===== src/rtl/pipe_pkg.sv =====
`default_nettype none
// ============================================================================
//  Module      : pipe_pkg
//  Description : Shared definitions for the pipeline stage controller:
//                sequencer state encoding and default geometry.
//  Revision    : 1.0  initial release
// ============================================================================
package pipe_pkg;

    localparam int unsigned c_DEF_STAGES = 4;
    localparam int unsigned c_DEF_TAG_W  = 4;

    // Sequencer states
    typedef enum logic [1:0] {
        ST_IDLE  = 2'd0,   // pipe empty
        ST_BUSY  = 2'd1,   // items in flight, accepting
        ST_DRAIN = 2'd2    // not accepting, waiting for the pipe to empty
    } state_t;

endpackage
`default_nettype wire


===== src/rtl/pipe_stage_slot.sv =====
`default_nettype none
// ============================================================================
//  Module      : pipe_stage_slot
//  Description : One pipeline slot: valid bit, tag register and the load
//                enable for the matching datapath register bank.
//  Revision    : 1.0  initial release
//
//  Ports
//    clk        in   1      rising-edge clock
//    rstn       in   1      asynchronous active-low reset
//    i_req      in   1      an item is offered to this slot
//    i_rdy_out  in   1      downstream slot can take this slot's item
//    i_flush    in   1      discard contents
//    i_tag      in   TAG_W  tag of the offered item
//    o_rdy      out  1      this slot can take an item this cycle
//    o_en       out  1      load enable (item enters this slot)
//    o_vld      out  1      slot holds a valid item
//    o_tag      out  TAG_W  tag of the held item
// ============================================================================
module pipe_stage_slot #(
    parameter int TAG_W = 4
) (
    input  logic             clk,
    input  logic             rstn,
    input  logic             i_req,
    input  logic             i_rdy_out,
    input  logic             i_flush,
    input  logic [TAG_W-1:0] i_tag,
    output logic             o_rdy,
    output logic             o_en,
    output logic             o_vld,
    output logic [TAG_W-1:0] o_tag
);

    logic             r_vld;
    logic [TAG_W-1:0] r_tag;
    logic             w_rdy;
    logic             w_en;

    // A slot can take a new item when it is empty or its item moves on,
    // which is what lets bubbles collapse.
    assign w_rdy = ~r_vld | i_rdy_out;
    assign w_en  = i_req & w_rdy & ~i_flush;

    always_ff @(posedge clk or negedge rstn) begin
        if (!rstn) begin
            r_vld <= 1'b0;
            r_tag <= '0;
        end else begin
            if (i_flush) begin
                r_vld <= 1'b0;
            end else begin
                r_vld <= w_en | (r_vld & ~i_rdy_out);
            end
            if (w_en) begin
                r_tag <= i_tag;
            end
        end
    end

    assign o_rdy = w_rdy;
    assign o_en  = w_en;
    assign o_vld = r_vld;
    assign o_tag = r_tag;

endmodule
`default_nettype wire


===== src/rtl/pipe_stage_ctrl.sv =====
`default_nettype none
// ============================================================================
//  Module      : pipe_stage_ctrl
//  Description : Valid/stall sequencer for a STAGES-deep register pipeline.
//                Produces per-stage load enables, tracks valid bits and tags,
//                applies valid/ready backpressure, supports drain and flush.
//  Revision    : 1.0  initial release
//
//  Ports
//    clk         in   1       rising-edge clock
//    rstn        in   1       asynchronous active-low reset
//    in_valid    in   1       upstream item present
//    in_ready    out  1       item accepted this cycle
//    in_tag      in   TAG_W   tag of upstream item
//    out_valid   out  1       last stage holds a valid item
//    out_ready   in   1       consumer accepts item
//    out_tag     out  TAG_W   tag of the last-stage item
//    stage_en    out  STAGES  datapath load enables (bit 0 = first stage)
//    stage_vld   out  STAGES  per-stage valid bits
//    flush       in   1       discard all in-flight items
//    drain_req   in   1       stop accepting and empty the pipe
//    drain_done  out  1       one-cycle pulse when a drain completes
//    occupancy   out  OCC_W   number of valid stages
//    busy        out  1       occupancy != 0
// ============================================================================
module pipe_stage_ctrl
    import pipe_pkg::*;
#(
    parameter int STAGES = c_DEF_STAGES,
    parameter int TAG_W  = c_DEF_TAG_W,
    parameter int OCC_W  = $clog2(STAGES + 1)
) (
    input  logic              clk,
    input  logic              rstn,
    input  logic              in_valid,
    output logic              in_ready,
    input  logic [TAG_W-1:0]  in_tag,
    output logic              out_valid,
    input  logic              out_ready,
    output logic [TAG_W-1:0]  out_tag,
    output logic [STAGES-1:0] stage_en,
    output logic [STAGES-1:0] stage_vld,
    input  logic              flush,
    input  logic              drain_req,
    output logic              drain_done,
    output logic [OCC_W-1:0]  occupancy,
    output logic              busy
);

    state_t              r_state;
    state_t              w_state_nxt;
    logic [OCC_W-1:0]    r_occ;
    logic [OCC_W-1:0]    w_occ_nxt;
    logic                r_done;
    logic                w_done_nxt;

    logic [STAGES:0]     w_rdy;
    logic [STAGES-1:0]   w_req;
    logic [STAGES-1:0]   w_en;
    logic [STAGES-1:0]   w_vld;
    logic [TAG_W-1:0]    w_tag    [STAGES];
    logic [TAG_W-1:0]    w_tag_in [STAGES];

    logic                w_accept_ok;
    logic                w_in_hs;
    logic                w_out_hs;

    // A drain request blocks acceptance in the same cycle it is raised.
    assign w_accept_ok = (r_state != ST_DRAIN) & ~drain_req & ~flush;
    assign w_rdy[STAGES] = out_ready;

    genvar k;
    generate
        for (k = 0; k < STAGES; k++) begin : g_slot
            if (k == 0) begin : g_head
                assign w_req[k]    = in_valid & w_accept_ok;
                assign w_tag_in[k] = in_tag;
            end else begin : g_body
                assign w_req[k]    = w_vld[k-1];
                assign w_tag_in[k] = w_tag[k-1];
            end

            pipe_stage_slot #(
                .TAG_W (TAG_W)
            ) u_slot (
                .clk       (clk),
                .rstn      (rstn),
                .i_req     (w_req[k]),
                .i_rdy_out (w_rdy[k+1]),
                .i_flush   (flush),
                .i_tag     (w_tag_in[k]),
                .o_rdy     (w_rdy[k]),
                .o_en      (w_en[k]),
                .o_vld     (w_vld[k]),
                .o_tag     (w_tag[k])
            );
        end
    endgenerate

    assign in_ready  = w_rdy[0] & w_accept_ok;
    assign out_valid = w_vld[STAGES-1] & ~flush;
    assign out_tag   = w_tag[STAGES-1];
    assign stage_en  = w_en;
    assign stage_vld = w_vld;

    assign w_in_hs  = w_en[0];
    assign w_out_hs = out_valid & out_ready;

    // Occupancy tracks handshakes rather than popcounting the valid bits.
    always_comb begin
        w_occ_nxt = r_occ;
        if (flush) begin
            w_occ_nxt = '0;
        end else if (w_in_hs && !w_out_hs) begin
            w_occ_nxt = r_occ + OCC_W'(1);
        end else if (!w_in_hs && w_out_hs) begin
            w_occ_nxt = r_occ - OCC_W'(1);
        end
    end

    always_comb begin
        w_state_nxt = r_state;
        w_done_nxt  = 1'b0;
        if (flush) begin
            // Flush aborts any drain silently.
            w_state_nxt = ST_IDLE;
        end else begin
            case (r_state)
                ST_IDLE: begin
                    if (drain_req) begin
                        w_state_nxt = ST_DRAIN;
                    end else if (w_in_hs) begin
                        w_state_nxt = ST_BUSY;
                    end
                end
                ST_BUSY: begin
                    if (drain_req) begin
                        w_state_nxt = ST_DRAIN;
                    end else if (w_occ_nxt == '0) begin
                        w_state_nxt = ST_IDLE;
                    end
                end
                ST_DRAIN: begin
                    if (w_occ_nxt == '0) begin
                        w_state_nxt = ST_IDLE;
                        w_done_nxt  = 1'b1;
                    end
                end
                default: begin
                    w_state_nxt = ST_IDLE;
                end
            endcase
        end
    end

    always_ff @(posedge clk or negedge rstn) begin
        if (!rstn) begin
            r_state <= ST_IDLE;
            r_occ   <= '0;
            r_done  <= 1'b0;
        end else begin
            r_state <= w_state_nxt;
            r_occ   <= w_occ_nxt;
            r_done  <= w_done_nxt;
        end
    end

    assign drain_done = r_done;
    assign occupancy  = r_occ;
    assign busy       = (r_occ != '0);

endmodule
`default_nettype wire


===== config.mk =====
export PLATFORM = sky130hd
export DESIGN_NAME = pipe_stage_ctrl
export DESIGN_NICKNAME = d
export VERILOG_FILES = /design/src/rtl/pipe_pkg.sv /design/src/rtl/pipe_stage_slot.sv /design/src/rtl/pipe_stage_ctrl.sv
export SDC_FILE = /design/constraint.sdc
export NUM_CORES = 1
export LEC_CHECK = 0
export ABC_AREA = 1
export CAP_MARGIN = 10
export CORE_ASPECT_RATIO = 1.5
export CORE_MARGIN = 2
export CORE_UTILIZATION = 53
export DETAILED_ROUTE_END_ITERATION = 12
export GPL_TIMING_DRIVEN = 0
export PLACE_DENSITY = 0.85
export SLEW_MARGIN = 30
export SYNTH_ARGS = -nofsm -noshare
export SYNTH_HDL_FRONTEND = slang
export SYNTH_HIERARCHICAL = 1
export SYNTH_SLANG_ARGS = --single-unit

===== constraint.sdc =====
create_clock -name clk -period 4.56 [get_ports clk]
set_input_delay 0.912 -clock clk [delete_from_list [all_inputs] [get_ports clk]]
set_output_delay 0.912 -clock clk [all_outputs]
set_load 0.01 [all_outputs]

==> flow_summary_export.csv, run 1 <==
group,metric,value,unit
clocking,htree_levels,1,
synthesis,synth_compound_area_share,2.62,%
synthesis,yosys_warnings,6,
global_route,grt_overflow,0,
critical_path,arrival,3.35,ns
critical_path,cp_max_fo,13,
sta,hold_violations,0,
synthesis,synth_top_area_share,48.6,%
global_route,grt_pass1_wl,4.13,mm
placement,placedCellCount,212,
critical_path,critPathLaunchType,"input port",
route,via_per_inst,5.07,
floorplanning,initial_core_util,55.3,%
floorplanning,die_h,65.6,microns
placement,numPortBuffers,28,
global_route,grt_usage,18.7,%
floorplanning,rows,22,
clocking,cts-hold-fix-buffers,0,
clocking,ctsRootBufferMaster,"clkbuf_4",
route,final_antenna_net_count,0,
cells_and_area,drive_gt1_share,16.7,%
floorplanning,dieArea,0.00295,sq mm
job,cap_violations,0,
sta,tns,0,ns
run_status,status,"finished clean",
synthesis,synthSimpleGateAreaFrac,35.9,%
sta,period_minus_slack,4.27,ns
cells_and_area,areaGrowthSynthToFinish,26.7,%
synthesis,synth_area,0.00134,sq mm
critical_path,crit_type,"input port to output port",
synthesis,synth-seq-area-share,48.6,%
synthesis,ys_async_sr_fraction,100,%
floorplanning,coreArea,0.00242,sq mm
global_route,grt_max_degree,27,
sta,rsz0062_at_grt,"false",
floorplanning,die_w,45.0,microns
critical_path,crit_required,3.65,ns
clocking,clock_sinks,26,
synthesis,ys_ff_latch,26,
clocking,postCtsSetupRepairBufs,0,
synthesis,synth_top_area_cell,"dfrtp_1",
synthesis,synth_top_family_by_area,"simple AND/OR/NAND/NOR gates",
sta,max_slew_margin,48.1,%
sta,worst_clock_skew,0.00539,ns
sta,max_freq,234,MHz
route,drc,0,
sta,tightest_slew,0.777,ns
sta,setup_viol,0,
critical_path,crit_path_end_kind,"output port",
route,wl_per_cell,11.3,microns
power,power_leakage,0.937,nW
power,pwr_density_cell,281,mW/mm^2
sta,finalCritPeriodShare,93.6,%
min_path,worst_hold_path_type,"flop to flop",
clocking,cts_buffer_depth,2,
cells_and_area,fill_cells,200,
sta,maxSlewViolCount,0,
cells_and_area,finalNetCount,206,
clocking,numCtsBuffers,3,
synthesis,yosysMostFrequentCell,"nand2_1",
synthesis,syn_inst,160,
synthesis,avgSynthCellArea,8.37,sq um
synthesis,synth_xor_area_share,0,%
synthesis,synthTopCellsByArea,"dfrtp_1 (49%), nand2_1 (13%), nand3_1 (8.2%), inv_1 (6.4%), nand2_4 (3.4%)",
synthesis,synthFlopType,"dfrtp_1",
placement,finalWeightedCongestion,0.797,
placement,dp_hpwl,1.87,mm
route,drt_iter0_markers,29,
route,wl,2.45,mm
clocking,clkTransAtPathRegs,0.13,ns
synthesis,synthAdderAreaFrac,2.80,%
synthesis,syn_nets,173,
route,via_count,1095,
global_route,grt_pass1_vias,1063,
cells_and_area,stdcell_count,216,
power,ir_worst_vdd,0.260,mV
synthesis,synth.distinct_cells,18,
synthesis,synth_common_cells,"nand2_1 (45), dfrtp_1 (26), inv_1 (23)",
cells_and_area,diodes,0,
route,dr.pass1.iters,4,
synthesis,synth_mux_area_share,0,%
global_route,antenna_found_initial,0,
floorplanning,io_pins,29,
clocking,tritoncts,"done",
synthesis,synth_edf_count,0,
clocking,post_cts_resized,0,
clocking,clk_latency,0.31,ns
## registers in the layout, summed over array words and instances (netlist names)
register / count
occupancy: 3
g_slot.u_slot/o_vld: 4
r_state: 2
drain_done: 1
g_slot.u_slot/o_tag: 16
## final cells by class
| type | count | area, sq um | share of cell area, % |
|---|---|---|---|
| Tap cell | 24 | 30.0 | 1.77 |
| Clock inverter | 1 | 30.0 | 1.77 |
| Buffer | 4 | 30.0 | 1.77 |
| Clock buffer | 3 | 22.5 | 1.33 |
| Inverter | 28 | 105 | 6.19 |
| Multi-Input combinational cell | 102 | 553 | 32.6 |
| Timing Repair Buffer | 28 | 275 | 16.2 |
| Sequential cell | 26 | 651 | 38.3 |
## layout by cell type (no fill, tap or decap), types with 3 or more instances in the layout
| master | netlist | final |
|---|---|---|
| nor2_4 | 4 | 4 |
| ha_1 | 3 | 3 |
| nor2_1 | 4 | 4 |
| nand2_1 | 45 | 45 |
| clkbuf_4 | 0 | 3 |
| nand2_4 | 4 | 4 |
| clkdlybuf4s50_1 | 0 | 27 |
| dfrtp_1 | 26 | 26 |
| nand3_2 | 4 | 4 |
| a21oi_1 | 6 | 6 |
| nand2_2 | 5 | 5 |
| inv_1 | 23 | 23 |
| nand3_1 | 22 | 22 |
| inv_2 | 5 | 5 |
| buf_4 | 4 | 4 |
## routing by layer
metal | vias up | routed length [microns] | global-route usage, %
li1 | 556 | - | -
met1 | 505 | 945 | 19.8
met2 | 30 | 1370 | 34.6
met3 | 4 | 98 | 1.65
met4 | 0 | 39 | 9.56
met5 | - | 0 | 0
## worst paths after layout
path / startpoint / slack (ns) / depth (start not counted) / endpoint
max reg2reg: g_slot[3].u_slot/o_vld / 2.17 / 16 / r_state[0]
min in group asynchronous: rstn / 0.57 / 1 / r_state[1]
max in group asynchronous: rstn / 3.61 / 1 / g_slot[0].u_slot/o_tag[0]
max: flush / 0.29 / 10 / stage_en[0]
min reg2reg: g_slot[2].u_slot/o_tag[3] / 0.49 / 2 / g_slot[2].u_slot/o_tag[3]
min: g_slot[2].u_slot/o_tag[3] / 0.49 / 2 / g_slot[2].u_slot/o_tag[3]
## through the flow
stage                     utilization, %  hold slack, ns  power (mW)  setup WS, ns  cell area, sq um
final                               70.0           0.488       0.476         0.293              1700
after floorplan                        -           0.442       0.295          1.69              1340
after detailed placement            67.9           0.458       0.326         0.287              1640
after global placement              68.1           0.456       0.322         0.323              1650
after global routing                70.0           0.518       0.501         0.105              1700
after CTS                           70.0           0.491       0.481         0.274              1700
## power by group
group | internal, mW | total (mW) | switching, mW
Sequential | 0.252 | 0.264 | 0.0123
Combinational | 0.0257 | 0.0579 | 0.0322
Clock | 0.0888 | 0.154 | 0.0654
## logic make-up (layout without fill, tap and decap cells)
logic type | count (synthesis) | count (layout)
AND/OR/NAND/NOR | 92 | 92
buffers and inverters | 32 | 64
flip-flops | 26 | 26
AO/OA/AOI/OAI | 7 | 7
adder cells (fa/ha/maj) | 3 | 3
## worst max-delay path, stage by stage
cell and delay [ns]:
clkdlybuf4s50_1 0.80, nor2_1 0.28, nand2_1 0.10, nor2_1 0.12
inv_2 0.06, nor2_4 0.15, nand2_4 0.08, inv_1 0.18
buf_4 0.14, clkdlybuf4s50_1 0.52
No activity file was read; power rests on OpenSTA's default activity.
==> inputs of run 2 (changes only) <==
Settings changed: SLEW_MARGIN 30 to not set.
==> run 2 against run 1 <==
Net effect:
- global-route usage is 0.056 points higher
- core utilization is 1.3 points higher
- register-to-register slack worse by 0.07 ns
- routed wire length is 3.3% higher
- total power is 1.1% higher
- clock power hardly changed
- sequential share of layout area is 0.72 points lower
- via count is 1.3% higher
- setup slack worse by 0.039 ns
- flip-flop and latch count stayed put
- critical path type unchanged
- fmax is 0.91% lower
- sequential power hardly changed
==> flow_summary_export.csv, run 2 (same netlist as run 1, synthesis figures left out) <==
group,metric,value,unit
run_status,status,"finished clean",
critical_path,slowest_stage,"clkdlybuf4s50_1",
power,ir_worst_vdd,0.257,mV
cells_and_area,final_common_cell,"nand2_1",
cells_and_area,finalNetCount,207,
global_route,grt_pass1_wl,4.12,mm
sta,tns,0,ns
floorplanning,io_pins,29,
sta,maxSlewViolCount,0,
power,power,0.481,mW
power,power_leakage,0.950,nW
clocking,numCtsBuffers,3,
job,cap_violations,0,
cells_and_area,diodes,0,
sta,setup_viol,0,
min_path,worst_hold_path_type,"flop to flop",
sta,max_freq,232,MHz
route,wl,2.53,mm
power,pwr_density_cell,278,mW/mm^2
floorplanning,initial_core_util,55.3,%
sta,tightest_slew,0.805,ns
critical_path,crit_path_end_kind,"output port",
sta,worst_clock_skew,0.00276,ns
route,wl_per_cell,11.7,microns
sta,rsz0062_at_grt,"false",
sta,finalCritPeriodShare,94.4,%
critical_path,crit_type,"input port to output port",
route,via_count,1109,
critical_path,path_cells,"clkdlybuf4s50_1, nor2_1, nand2_1, nor2_1, inv_2, nor2_4, nand2_4, inv_1, buf_4, clkdlybuf4s50_1",
clocking,cts-hold-fix-buffers,0,
clocking,clk_latency,0.32,ns
floorplanning,rows,22,
global_route,grt_pass1_vias,1075,
sta,hold_violations,0,
clocking,clkTransAtPathRegs,0.14,ns
cells_and_area,areaGrowthSynthToFinish,29.2,%
floorplanning,die_h,65.6,microns
critical_path,crit_required,3.65,ns
route,via_per_inst,5.11,
cells_and_area,largest_register_ffs,16,
global_route,grt_overflow,0,
critical_path,arrival,3.39,ns
sta,period_minus_slack,4.31,ns
global_route,grt_usage,18.8,%
cells_and_area,drive_gt1_share,16.6,%
global_route,grt_max_degree,27,
global_route,antenna_found_initial,0,
critical_path,critical_path.top_delay_family,"buffers and inverters",
cells_and_area,layout_common_cells,"nand2_1 (45), clkdlybuf4s50_1 (28), dfrtp_1 (26)",
cells_and_area,multiInputGateArea,553,sq um
placement,numPortBuffers,28,
route,drc,0,
clocking,ctsRootBufferMaster,"clkbuf_4",
route,drt_iter0_markers,18,
placement,finalWeightedCongestion,0.797,
cells_and_area,regArea,651,sq um
placement,dp_hpwl,1.88,mm
critical_path,max_stage_delay,0.82,ns
clocking,tritoncts,"done",
route,dr.pass1.iters,4,
floorplanning,die_w,45.0,microns
route,final_antenna_net_count,0,
clocking,postCtsSetupRepairBufs,0,
clocking,post_cts_resized,0,
floorplanning,dieArea,0.00295,sq mm
clocking,htree_levels,1,
critical_path,cp_max_fo,13,
clocking,cts_buffer_depth,2,
sta,max_slew_margin,46.2,%
critical_path,critPathBufInv,5,
critical_path,critPathLaunchType,"input port",
clocking,clock_sinks,26,
floorplanning,coreArea,0.00242,sq mm
cells_and_area,fill_cells,190,
[run 2: cell types whose count changed in the layout (fill, tap and decap cells not counted)]
| cell | change |
|---|---|
| clkdlybuf4s50_1 | +1 |
| buf_16 | +1 |
| buf_2 | -1 |
[run 2: routing by layer]
metal | track usage, % | wire length (microns) | vias to the layer above
li1 | - | - | 559
met1 | 20.0 | 968 | 505
met2 | 33.8 | 1370 | 37
met3 | 1.92 | 127 | 8
met4 | 11.0 | 68 | 0
met5 | 0 | 0 | -
[run 2: final cells by class]
cell class | count | share of cell area [%]
flip-flops and latches | 26 | 37.6
multi-input cells | 102 | 32.0
repair buffers | 29 | 17.8
inverters | 28 | 6.08
clock inverters | 1 | 1.74
plain buffers | 4 | 1.74
well taps | 24 | 1.74
clock buffers | 3 | 1.30
[run 2: report_power, final]
group	switching, mW	total [mW]	internal (mW)
clock	0.0680	0.157	0.0889
combinational	0.0322	0.0607	0.0285
sequential	0.0121	0.264	0.252
[run 2: path summary, 6_finish.rpt]
path | slack, ns | end | depth (start not counted) | startpoint
setup / recovery | 0.25 | stage_en[0] | 10 | flush
hold / removal | 0.49 | g_slot[1].u_slot/o_tag[1] | 2 | g_slot[1].u_slot/o_tag[1]
setup reg to reg | 2.10 | r_state[1] | 17 | g_slot[3].u_slot/o_vld
hold reg to reg | 0.49 | g_slot[1].u_slot/o_tag[1] | 2 | g_slot[1].u_slot/o_tag[1]
max in group asynchronous | 3.26 | g_slot[1].u_slot/o_tag[1] | 2 | rstn
min in group asynchronous | 0.87 | occupancy[2] | 1 | rstn
[run 2: through the flow]
step                      cell area (sq um)  hold slack [ns]  utilization (%)  setup slack [ns]  cells
after floorplan                        1340            0.442                -              1.69    160
after global placement                 1650            0.456             68.1             0.323    212
after detailed placement               1650            0.460             68.1             0.292    212
after CTS                              1700            0.492             70.2             0.273    216
after global routing                   1730            0.519             71.4            0.0314    217
final                                  1730            0.488             71.4             0.254    217
[run 2: worst register-to-register path, delay by kind of cell (launching register included)]
family / cells / cell delay (ns)
AND/OR/NAND/NOR: 11 / 1.30
buffers and inverters: 5 / 0.54
flip-flops: 1 / 0.45
AO/OA/AOI/OAI: 1 / 0.11
==> inputs of run 3 (changes only) <==
Settings changed: SLEW_MARGIN set to 20.
==> results of run 3 <==
Same layout as run 1: the final DEF is identical, and so are final timing and power.
